`config.mk`:
```
export PLATFORM = sky130hd
export DESIGN_NAME = branch_predict_unit_flat
export DESIGN_NICKNAME = d
export VERILOG_FILES = /design/src/rtl/branch_predict_unit_if.sv /design/src/rtl/branch_predict_unit.sv /design/src/flat_wrapper.sv
export SDC_FILE = /design/constraint.sdc
export NUM_CORES = 2
export LEC_CHECK = 0
export CAP_MARGIN = 5
export CORE_AREA = 3 3 446 448
export DETAILED_ROUTE_END_ITERATION = 6
export DIE_AREA = 0 0 449 451
export PLACE_DENSITY = 0.79
export REMOVE_ABC_BUFFERS = 1
export SLEW_MARGIN = 20
export SYNTH_ARGS = -nofsm -noshare
export SYNTH_HDL_FRONTEND = slang
export SYNTH_SLANG_ARGS = --single-unit
export TNS_END_PERCENT = 20
```
`constraint.sdc`:
```
create_clock -name clk -period 14.4 [get_ports clk]
set_input_delay 4.32 -clock clk [delete_from_list [all_inputs] [get_ports clk]]
set_output_delay 4.32 -clock clk [all_outputs]
set_load 0.03 [all_outputs]
```
`src/rtl/branch_predict_unit_if.sv`:
```
// Fetch-lookup and resolve-update signal bundle for branch_predict_unit.
// When BPU_STATS_EN is defined the bundle also carries the statistics counters.
interface branch_predict_unit_if #(
    parameter int XLEN = 32
);
    logic [XLEN-1:0] f_pc;
    logic            f_pred_taken;
    logic [XLEN-1:0] f_pred_pc;

    logic            r_valid;
    logic [XLEN-1:0] r_pc;
    logic [XLEN-1:0] r_imm;
    logic [XLEN-1:0] r_rs1;
    logic [XLEN-1:0] r_rs2;
    logic [2:0]      r_bmc;
    logic            r_br;
    logic            r_jl;
    logic            r_jlr;
    logic            r_pl;
    logic            r_pred_taken;
    logic [XLEN-1:0] r_pred_pc;

    logic            redirect;
    logic [XLEN-1:0] redirect_pc;

`ifdef BPU_STATS_EN
    logic [31:0]     stat_branches;
    logic [31:0]     stat_mispredicts;

    modport master (
        output f_pc, r_valid, r_pc, r_imm, r_rs1, r_rs2, r_bmc,
               r_br, r_jl, r_jlr, r_pl, r_pred_taken, r_pred_pc,
        input  f_pred_taken, f_pred_pc, redirect, redirect_pc,
               stat_branches, stat_mispredicts
    );

    modport slave (
        input  f_pc, r_valid, r_pc, r_imm, r_rs1, r_rs2, r_bmc,
               r_br, r_jl, r_jlr, r_pl, r_pred_taken, r_pred_pc,
        output f_pred_taken, f_pred_pc, redirect, redirect_pc,
               stat_branches, stat_mispredicts
    );
`else
    modport master (
        output f_pc, r_valid, r_pc, r_imm, r_rs1, r_rs2, r_bmc,
               r_br, r_jl, r_jlr, r_pl, r_pred_taken, r_pred_pc,
        input  f_pred_taken, f_pred_pc, redirect, redirect_pc
    );

    modport slave (
        input  f_pc, r_valid, r_pc, r_imm, r_rs1, r_rs2, r_bmc,
               r_br, r_jl, r_jlr, r_pl, r_pred_taken, r_pred_pc,
        output f_pred_taken, f_pred_pc, redirect, redirect_pc
    );
`endif
endinterface

```
`src/rtl/branch_predict_unit.sv`:
```
// Direct-mapped branch target predictor with 2-bit counters and same-cycle resolve redirect.
// Optional macro BPU_STATS_EN adds resolved-branch and mispredict counters.
module branch_predict_unit #(
    parameter int XLEN     = 32,
    parameter int IDX_BITS = 6,
    parameter int TAG_BITS = 8
) (
    input  logic                  clk,
    input  logic                  rst_n,
    branch_predict_unit_if.slave  bus
);
    localparam int ENTRIES = 1 << IDX_BITS;
    localparam int TAG_LO  = IDX_BITS + 2;
    localparam int TAG_HI  = IDX_BITS + TAG_BITS + 1;

    logic                r_vld [ENTRIES];
    logic [TAG_BITS-1:0] r_tag [ENTRIES];
    logic [XLEN-1:0]     r_tgt [ENTRIES];
    logic                r_jmp [ENTRIES];
    logic [1:0]          r_ctr [ENTRIES];

    logic [IDX_BITS-1:0] w_f_idx;
    logic [TAG_BITS-1:0] w_f_tag;
    logic                w_f_hit;
    logic                w_f_taken;

    assign w_f_idx = bus.f_pc[IDX_BITS+1:2];
    assign w_f_tag = bus.f_pc[TAG_HI:TAG_LO];

    // Lookup sees only fetch PC and current table; writes land after the edge.
    always_comb begin
        w_f_hit   = r_vld[w_f_idx] && (r_tag[w_f_idx] == w_f_tag);
        w_f_taken = rst_n && w_f_hit && (r_jmp[w_f_idx] || r_ctr[w_f_idx][1]);
        bus.f_pred_taken = w_f_taken;
        bus.f_pred_pc    = w_f_taken ? r_tgt[w_f_idx] : bus.f_pc + XLEN'(4);
    end

    logic                w_be;
    logic                w_cond_taken;
    logic                w_active;
    logic                w_act_taken;
    logic [XLEN-1:0]     w_jalr_sum;
    logic [XLEN-1:0]     w_act_target;
    logic [XLEN-1:0]     w_seq_pc;

    always_comb begin
        w_be = 1'b0;
        case (bus.r_bmc)
            3'b000:  w_be = (bus.r_rs1 == bus.r_rs2);
            3'b001:  w_be = (bus.r_rs1 != bus.r_rs2);
            3'b100:  w_be = ($signed(bus.r_rs1) <  $signed(bus.r_rs2));
            3'b101:  w_be = ($signed(bus.r_rs1) >= $signed(bus.r_rs2));
            3'b110:  w_be = (bus.r_rs1 <  bus.r_rs2);
            3'b111:  w_be = (bus.r_rs1 >= bus.r_rs2);
            default: w_be = 1'b0;
        endcase
    end

    assign w_cond_taken = bus.r_br & w_be;
    assign w_active     = rst_n & bus.r_valid & ~bus.r_pl;
    assign w_act_taken  = w_active & (w_cond_taken | bus.r_jl | bus.r_jlr);
    assign w_jalr_sum   = bus.r_rs1 + bus.r_imm;
    assign w_seq_pc     = bus.r_pc + XLEN'(4);

    // Register-indirect target only when neither a taken branch nor JAL claims the PC-relative one.
    assign w_act_target = (bus.r_jlr & ~bus.r_jl & ~w_cond_taken)
                        ? {w_jalr_sum[XLEN-1:1], 1'b0}
                        : bus.r_pc + bus.r_imm;

    assign bus.redirect    = w_active &
                             ((w_act_taken != bus.r_pred_taken) |
                              (w_act_taken & (w_act_target != bus.r_pred_pc)));
    assign bus.redirect_pc = w_act_taken ? w_act_target : w_seq_pc;

    logic [IDX_BITS-1:0] w_r_idx;
    logic [TAG_BITS-1:0] w_r_tag;
    logic                w_r_hit;
    logic                w_upd;

    assign w_r_idx = bus.r_pc[IDX_BITS+1:2];
    assign w_r_tag = bus.r_pc[TAG_HI:TAG_LO];
    assign w_r_hit = r_vld[w_r_idx] && (r_tag[w_r_idx] == w_r_tag);
    assign w_upd   = w_active & (bus.r_br | bus.r_jl);

    always_ff @(posedge clk) begin
        if (!rst_n) begin
            for (int i = 0; i < ENTRIES; i++) begin
                r_vld[i] <= 1'b0;
                r_ctr[i] <= 2'b00;
            end
        end else if (w_upd) begin
            if (w_r_hit) begin
                if (w_act_taken) begin
                    r_ctr[w_r_idx] <= (r_ctr[w_r_idx] == 2'b11) ? 2'b11 : r_ctr[w_r_idx] + 2'b01;
                    r_tgt[w_r_idx] <= w_act_target;
                end else begin
                    r_ctr[w_r_idx] <= (r_ctr[w_r_idx] == 2'b00) ? 2'b00 : r_ctr[w_r_idx] - 2'b01;
                end
            end else if (w_act_taken) begin
                r_vld[w_r_idx] <= 1'b1;
                r_tag[w_r_idx] <= w_r_tag;
                r_tgt[w_r_idx] <= w_act_target;
                r_jmp[w_r_idx] <= bus.r_jl;
                r_ctr[w_r_idx] <= 2'b10;
            end
        end
    end

`ifdef BPU_STATS_EN
    logic [31:0] r_stat_br;
    logic [31:0] r_stat_mis;

    always_ff @(posedge clk) begin
        if (!rst_n) begin
            r_stat_br  <= '0;
            r_stat_mis <= '0;
        end else begin
            if (w_active & (bus.r_br | bus.r_jl | bus.r_jlr))
                r_stat_br <= r_stat_br + 32'd1;
            if (bus.redirect)
                r_stat_mis <= r_stat_mis + 32'd1;
        end
    end

    assign bus.stat_branches    = r_stat_br;
    assign bus.stat_mispredicts = r_stat_mis;
`endif
endmodule
```
`src/flat_wrapper.sv`:
```
// flat-port wrapper written by rule: the top's interface ports become plain ports
module branch_predict_unit_flat 
#(
    parameter int XLEN     = 32,
    parameter int IDX_BITS = 6,
    parameter int TAG_BITS = 8
)
  (clk, rst_n, bus_f_pc, bus_r_valid, bus_r_pc, bus_r_imm, bus_r_rs1, bus_r_rs2, bus_r_bmc, bus_r_br, bus_r_jl, bus_r_jlr, bus_r_pl, bus_r_pred_taken, bus_r_pred_pc, bus_f_pred_taken, bus_f_pred_pc, bus_redirect, bus_redirect_pc);
  branch_predict_unit_if #(.XLEN(XLEN)) bus_i ();
  input  logic clk;
  input  logic rst_n;
  input wire logic [$bits(bus_i.f_pc)-1:0] bus_f_pc;
  input wire logic [$bits(bus_i.r_valid)-1:0] bus_r_valid;
  input wire logic [$bits(bus_i.r_pc)-1:0] bus_r_pc;
  input wire logic [$bits(bus_i.r_imm)-1:0] bus_r_imm;
  input wire logic [$bits(bus_i.r_rs1)-1:0] bus_r_rs1;
  input wire logic [$bits(bus_i.r_rs2)-1:0] bus_r_rs2;
  input wire logic [$bits(bus_i.r_bmc)-1:0] bus_r_bmc;
  input wire logic [$bits(bus_i.r_br)-1:0] bus_r_br;
  input wire logic [$bits(bus_i.r_jl)-1:0] bus_r_jl;
  input wire logic [$bits(bus_i.r_jlr)-1:0] bus_r_jlr;
  input wire logic [$bits(bus_i.r_pl)-1:0] bus_r_pl;
  input wire logic [$bits(bus_i.r_pred_taken)-1:0] bus_r_pred_taken;
  input wire logic [$bits(bus_i.r_pred_pc)-1:0] bus_r_pred_pc;
  output wire logic [$bits(bus_i.f_pred_taken)-1:0] bus_f_pred_taken;
  output wire logic [$bits(bus_i.f_pred_pc)-1:0] bus_f_pred_pc;
  output wire logic [$bits(bus_i.redirect)-1:0] bus_redirect;
  output wire logic [$bits(bus_i.redirect_pc)-1:0] bus_redirect_pc;
  assign bus_i.f_pc = bus_f_pc;
  assign bus_i.r_valid = bus_r_valid;
  assign bus_i.r_pc = bus_r_pc;
  assign bus_i.r_imm = bus_r_imm;
  assign bus_i.r_rs1 = bus_r_rs1;
  assign bus_i.r_rs2 = bus_r_rs2;
  assign bus_i.r_bmc = bus_r_bmc;
  assign bus_i.r_br = bus_r_br;
  assign bus_i.r_jl = bus_r_jl;
  assign bus_i.r_jlr = bus_r_jlr;
  assign bus_i.r_pl = bus_r_pl;
  assign bus_i.r_pred_taken = bus_r_pred_taken;
  assign bus_i.r_pred_pc = bus_r_pred_pc;
  assign bus_f_pred_taken = bus_i.f_pred_taken;
  assign bus_f_pred_pc = bus_i.f_pred_pc;
  assign bus_redirect = bus_i.redirect;
  assign bus_redirect_pc = bus_i.redirect_pc;
  branch_predict_unit #(.XLEN(XLEN), .IDX_BITS(IDX_BITS), .TAG_BITS(TAG_BITS)) u_core (.clk(clk), .rst_n(rst_n), .bus(bus_i));
endmodule
```
Yosys cells after proc, flatten, opt, wreduce, memory -nomap -nowiden
Memory sizes are Yosys's and may differ from the RTL's.
Index checks and enable logic that the tools add are counted.
{"block": "word_totals", "reg_bits": 0, "latch_bits": 0, "mem_bits_rw": 2816, "memories": 5, "romBits": 0, "wordCells": 85, "input_bits": 203, "output_inout_bits": 66}
{"memory": "u_core.r_tgt", "words": 64, "word_bits": 32, "rd": 1, "rd_clocked_by_memory_dff": 0, "wr": 1, "line_no": "branch_predict_unit.sv:18", "text": "logic [XLEN-1:0] r_tgt [ENTRIES];"}
{"memory": "u_core.r_tag", "words": 64, "word_bits": 8, "rd": 2, "rd_clocked_by_memory_dff": 0, "wr": 1, "line_no": "branch_predict_unit.sv:17", "text": "logic [TAG_BITS-1:0] r_tag [ENTRIES];"}
{"memory": "u_core.r_ctr", "words": 64, "word_bits": 2, "rd": 2, "rd_clocked_by_memory_dff": 0, "wr": 64, "line_no": "branch_predict_unit.sv:20", "text": "logic [1:0] r_ctr [ENTRIES];"}
{"memory": "u_core.r_jmp", "words": 64, "word_bits": 1, "rd": 1, "rd_clocked_by_memory_dff": 0, "wr": 1, "line_no": "branch_predict_unit.sv:19", "text": "logic r_jmp [ENTRIES];"}
{"memory": "u_core.r_vld", "words": 64, "word_bits": 1, "rd": 2, "rd_clocked_by_memory_dff": 0, "wr": 64, "line_no": "branch_predict_unit.sv:16", "text": "logic r_vld [ENTRIES];"}
{"block": "classes", "magnitude_cmp": 4, "div": 0, "n_mux": 30, "bitwise_logic": 19, "eq_ne": 12, "shifts": 0, "n_addsub": 6, "reduce_logical": 9, "mul": 0}
{"cell": "two-way mux 32 bit", "n": 4}
{"cell": "adder 32 x 3 -> 32 bit, second input constant", "n": 2}
{"cell": "adder 32 bit", "n": 2}
{"cell": "greater-or-equal comparator 32 bit", "n": 2}
{"cell": "< comparator 32 bit", "n": 2}
{"cell": "!= test 32 bit", "n": 2}
{"cell": "equality test 32 bit", "n": 1}
{"cell": "two-way mux 1 bit", "n": 18}
{"cell": "equality test 8 bit", "n": 2}
{"cell": "equality test 3 bit, second input constant", "n": 4}
{"cell": "two-way mux 6 bit", "n": 2}
{"cell": "two-way mux 2 bit", "n": 5}
{"cell": "AND 1 bit", "n": 9}
{"cell": "OR 1 bit", "n": 7}
{"cell": "case mux 1 bit (6 select lines)", "n": 1}
{"cell": "logical AND 1 bit", "n": 4}
{"cell": "equality test 3 x 1 -> 1 bit, second input constant", "n": 1}
{"cell": "zero test 3 bit", "n": 1}
{"cell": "NOT 1 bit", "n": 3}
{"cell": "adder 2 x 1 -> 2 bit, second input constant", "n": 1}
{"cell": "equality test 2 bit, second input constant", "n": 1}
{"cell": "zero test 2 bit", "n": 1}
{"cell": "OR reduction 2 bit", "n": 1}
{"cell": "subtractor 2 x 1 -> 2 bit, second input constant", "n": 1}
{"cell": "3 further kinds", "n": 3}

Logic depth before layout (Yosys ltp)
{"block": "depth", "ltp_word": 15, "depth_mapped": 20, "mapped_depth_nobuf": 15}

Least setup slack after synthesis
No wires, ideal clock.
{"block": "synth_timing", "path_kind": "in2out", "startpoint": "input port bus_r_rs2[7]", "endpoint": "output port bus_redirect_pc[15]", "arrival_ns": 9.863, "cell_stages": 13, "slack_ns": 0.217, "required_ns": 10.080, "path_buffers": 2, "path_cell_list": "inv_1 > ha_1 > a21oi_1 > o21ai_0 > a221oi_1 > a311oi_2 > or4_1 > a31oi_2 > a21oi_2 > buf_2 > buf_2 > o21ai_0 > mux2_2"}
{"block": "synth_via", "elab_chain_cells": 7, "elab_cells_between_ends": 15, "cone_classes": "4 x order compare; 2 x eq/ne; 3 x mux; 6 x bitwise"}
{"item": "from (decl)", "line_no": "flat_wrapper.sv:17", "text": "input wire logic [$bits(bus_i.r_rs2)-1:0] bus_r_rs2;"}
{"item": "greater-or-equal comparator 32 bit, or another cell as far along", "line_no": "branch_predict_unit.sv:54", "text": "3'b111: w_be = (bus.r_rs1 >= bus.r_rs2);"}
{"item": "case mux 1 bit (6 select lines) *", "line_no": "branch_predict_unit.sv:48", "text": "case (bus.r_bmc)"}
{"item": "AND 1 bit *", "line_no": "branch_predict_unit.sv:59", "text": "assign w_cond_taken = bus.r_br & w_be;"}
{"item": "NOT 1 bit *", "line_no": "branch_predict_unit.sv:66", "text": "assign w_act_target = (bus.r_jlr & ~bus.r_jl & ~w_cond_taken)"}
{"item": "AND 1 bit *", "line_no": "branch_predict_unit.sv:66"}
{"item": "two-way mux 32 bit *", "line_no": "branch_predict_unit.sv:67", "text": "? {w_jalr_sum[XLEN-1:1], 1'b0}"}
{"item": "via u_core.w_act_target[15]", "line_no": "branch_predict_unit.sv:43", "text": "logic [XLEN-1:0] w_act_target;"}
{"item": "two-way mux 32 bit *", "line_no": "branch_predict_unit.sv:73", "text": "assign bus.redirect_pc = w_act_taken ? w_act_target : w_seq_pc;"}
{"item": "to (decl)", "line_no": "flat_wrapper.sv:28", "text": "output wire logic [$bits(bus_i.redirect_pc)-1:0] bus_redirect_pc;"}
The timed path passes the listed nets; every way through them passes the cells marked *.

Final worst setup path
{"block": "layout_timing", "startpoint": "input port bus_r_pc[6]", "endpoint": "output port bus_redirect"}
{"block": "layout_via", "elab_chain_cells": 6}
{"item": "from (decl)", "line_no": "flat_wrapper.sv:14", "text": "input wire logic [$bits(bus_i.r_pc)-1:0] bus_r_pc;"}
{"item": "adder 32 bit", "line_no": "branch_predict_unit.sv:68", "text": ": bus.r_pc + bus.r_imm;"}
{"item": "two-way mux 32 bit", "line_no": "branch_predict_unit.sv:67"}
{"item": "!= test 32 bit", "line_no": "branch_predict_unit.sv:72", "text": "(w_act_taken & (w_act_target != bus.r_pred_pc)));"}
{"item": "AND 1 bit", "line_no": "branch_predict_unit.sv:72"}
{"item": "OR 1 bit", "line_no": "branch_predict_unit.sv:71", "text": "((w_act_taken != bus.r_pred_taken) |"}
{"item": "AND 1 bit", "line_no": "branch_predict_unit.sv:70", "text": "assign bus.redirect = w_active &"}
{"item": "to (decl)", "line_no": "flat_wrapper.sv:27", "text": "output wire logic [$bits(bus_i.redirect)-1:0] bus_redirect;"}
No other way between the ends.

==> run summary <==
Initial detailed-routing violation count = 13300
Number of buffers added on ports = 268
Routed vias = 73500
Register area share after synthesis = 0.696
Die footprint = 202000 um2
Ys Warns = 0
Final hold violation count = 0
Post-synth top area cell = edfxtp_1
Average size of a mapped cell = 19.1 um2
Clk buf depth = 4
Die height = 451 um
Peak VDD IR = 115 uV
Post-DP HPWL = 229 mm
Nets = 7069
Total grt overflow = 0
RSZ-0062 raised after global routing = false
Worst EP required = 10.08 ns
Largest net degree at the start of global routing = 168
#FFs+latches synth = 2816
Place WS = 0.466 ns
WL final = 404 mm
Max Cap Viol = 0
Synth Instances = 6317
First-pass GRT wire length = 563 mm
Startpoint Class = input pin
Total core area = 195000 um2
Synthesis-to-layout area growth = 13.7%
Final WS setup = 0.0891 ns
Highest Signal Layer = met5
Tightest Hold Check Type = reg -> reg
Setup CP Type = in -> out
Placer Congestion = 1.00
Max_slew headroom = 0.153
EDFF count, synth = 2752
Share of synthesized registers carrying an async set or reset = 0
Clk root buf = clkbuf_16
Reg2reg start = u_core.r_tag[26][7]
TritonCTS buffer count = 289
Initial core utilization = 0.619
Hold endpoint = u_core.r_vld[61]
Htree depth = 5
I/O pin count = 269
DRT met1 WL = 125 mm
Synth area leaders = edfxtp_1, mux4_2, dfxtp_1
Most frequent cell after synthesis = edfxtp_1
Final setup skew = 0.0560 ns
Worst Hold Path Cells = 1
Post-route ant nets = 0
Die Width = 449 um
Pwr/cell area = 137 nW/um2
Crit share post-route = 0.994
CTS tree = yes
Setup bufs post-CTS = 0
Post-synth top cells = edfxtp_1, mux4_2, nor2_1
DR vias/cell = 7.65
# clock sinks = 2816
Tmin final = 14.31 ns
Mapped Area = 121000 um2
Worst slew pin tran = 1.27 ns
Worst Path Arrival = 9.99 ns
Core Util, Final = 0.703
Cell Rows = 162
DRC violations left = 0
Worst Reg2Reg Path Length in Cells = 11
Slew Limit Fails = 0
Top_reg_cell synth = edfxtp_1
Status = finished clean
Worst reg2reg endpoint = u_core.r_tag[59][1]
Routed len/inst = 42.1 um
Met2 wire len = 191 mm
Share of layout cells above drive strength 1 = 0.275
R2r setup slk = 8.51 ns
Yosys cell types = 94
Endpoint type of the worst setup path = output pin
Setup Viol. Count Final = 0
Router iterations before antenna repair = 7
All-Layer GR Usage = 0.400
CTS Hold Bufs = 0
Worst-Skew Late Latency = 0.94 ns
# resized after CTS = 0
Top-area cell type share of the netlist area = 0.685
Hold_sp = u_core.r_vld[61]
Met3 wire length = 53.2 mm
Lkg Pwr = 0.0442 uW
CP max FO = 4
Vias in the first global route = 72500
Fmax achieved = 0.0699 GHz
Initial antenna violation count = 23
Worst-path clk slew = 0.06 ns
==> layout make-up <==
class / count / area, um2
Sequential cell: 2816 / 83900
Clock buffer: 360 / 7680
Clock inverter: 129 / 1350
Tap cell: 2624 / 3280
Inverter: 81 / 304
Timing Repair Buffer: 569 / 5310
Antenna cell: 10 / 25.0
Multi-Input combinational cell: 3012 / 35200
Fill cell: 11300 / 57900
==> worst max-delay path, stage by stage <==
cell and delay [ns]:
clkdlybuf4s50_1 0.74, ha_1 0.51, o21ai_0 0.12, a21oi_1 0.18, a21oi_1 0.12, o311ai_0 0.99
o221ai_1 0.36, xor2_1 0.29, nand2_1 0.12, mux2i_1 0.07, a2111oi_0 0.37, o2111ai_1 0.21
a2111oi_1 0.46, buf_4 0.21, nand4_1 0.08, o21a_1 0.18, clkdlybuf4s50_1 0.62
==> power by group <==
group | leakage, uW | internal, uW | total [uW] | switching [uW]
registers | 0.0253 | 9410 | 9430 | 15.0
logic | 0.0144 | 595 | 1970 | 1370
clock network | 0.00441 | 4280 | 7400 | 3130
==> layout by cell type, fill, tap and decap left out, types with 23 or more instances in the layout <==
cell and n:
a211oi_1 26, a21o_1 101, a21oi_1 156, a221oi_1 64, a22oi_1 89, and3_1 23
buf_12 39, buf_4 300, bufinv_16 28, clkbuf_1 58, clkbuf_16 294, clkdlybuf4s50_1 216
clkinv_1 46, clkinv_2 46, dfxtp_1 64, edfxtp_1 2752, ha_1 95, inv_1 71
mux2_2 64, mux2i_1 78, mux4_2 888, nand2_1 168, nand3_1 57, nand4_1 34
nor2_1 221, nor2_4 40, nor3_1 78, nor3_2 77, o211ai_1 40, o21ai_0 183
o22ai_1 31, xnor2_1 70, xor2_1 73
==> per-layer routing <==
metal / GRT usage / vias to the layer above
met5: 0 / -
met3: 0.0966 / 1643
li1: - / 27300
met4: 0.273 / 14
met2: 0.626 / 7371
met1: 0.501 / 37200
==> worst max-delay path by stage <==
| stage | cells after the start | start | end |
|---|---|---|---|
| 2_1_floorplan | 14 | bus_r_rs2[9] | bus_redirect |
| 3_3_place_gp | 17 | bus_r_pc[6] | bus_redirect |
| 3_5_place_dp | 17 | bus_r_pc[6] | bus_redirect |
| 4_1_cts | 17 | bus_r_pc[6] | bus_redirect |
| 5_1_grt | 17 | bus_r_pc[6] | bus_redirect |
| 6_report | 17 | bus_r_pc[6] | bus_redirect |
==> cell families (layout without fill, tap and decap cells) <==
kind of cell	after synthesis	count (layout)	share of synthesized area
flops	2816	2816	0.696
mux	1041	1041	0.179
compound gates	883	883	0.0499
simple gates	847	847	0.0361
buf+inv	489	1139	0.0185
xor+xnor	144	144	0.0105
fa+ha+maj	97	97	0.0102
other cells	0	10	0
==> registers in the layout (all words and copies together) (netlist names) <==
register / cells
u_core.r_jmp: 64
u_core.r_tag: 512
u_core.r_vld: 64
u_core.r_ctr: 128
u_core.r_tgt: 2048
==> through the flow <==
step	hold slack (ns)	cells	total power, uW	setup TNS (ns)	instance area, um2
after CTS	0.478	9591	18700	0	137000
after global placement	0.453	9102	11400	0	128000
final	0.479	9601	18800	0	137000
after floorplan	0.437	5909	10500	-0.136	119000
after global routing	0.486	9596	19100	0	137000
after detailed placement	0.458	9102	11500	0	128000
(Power assumes the default switching activity.)
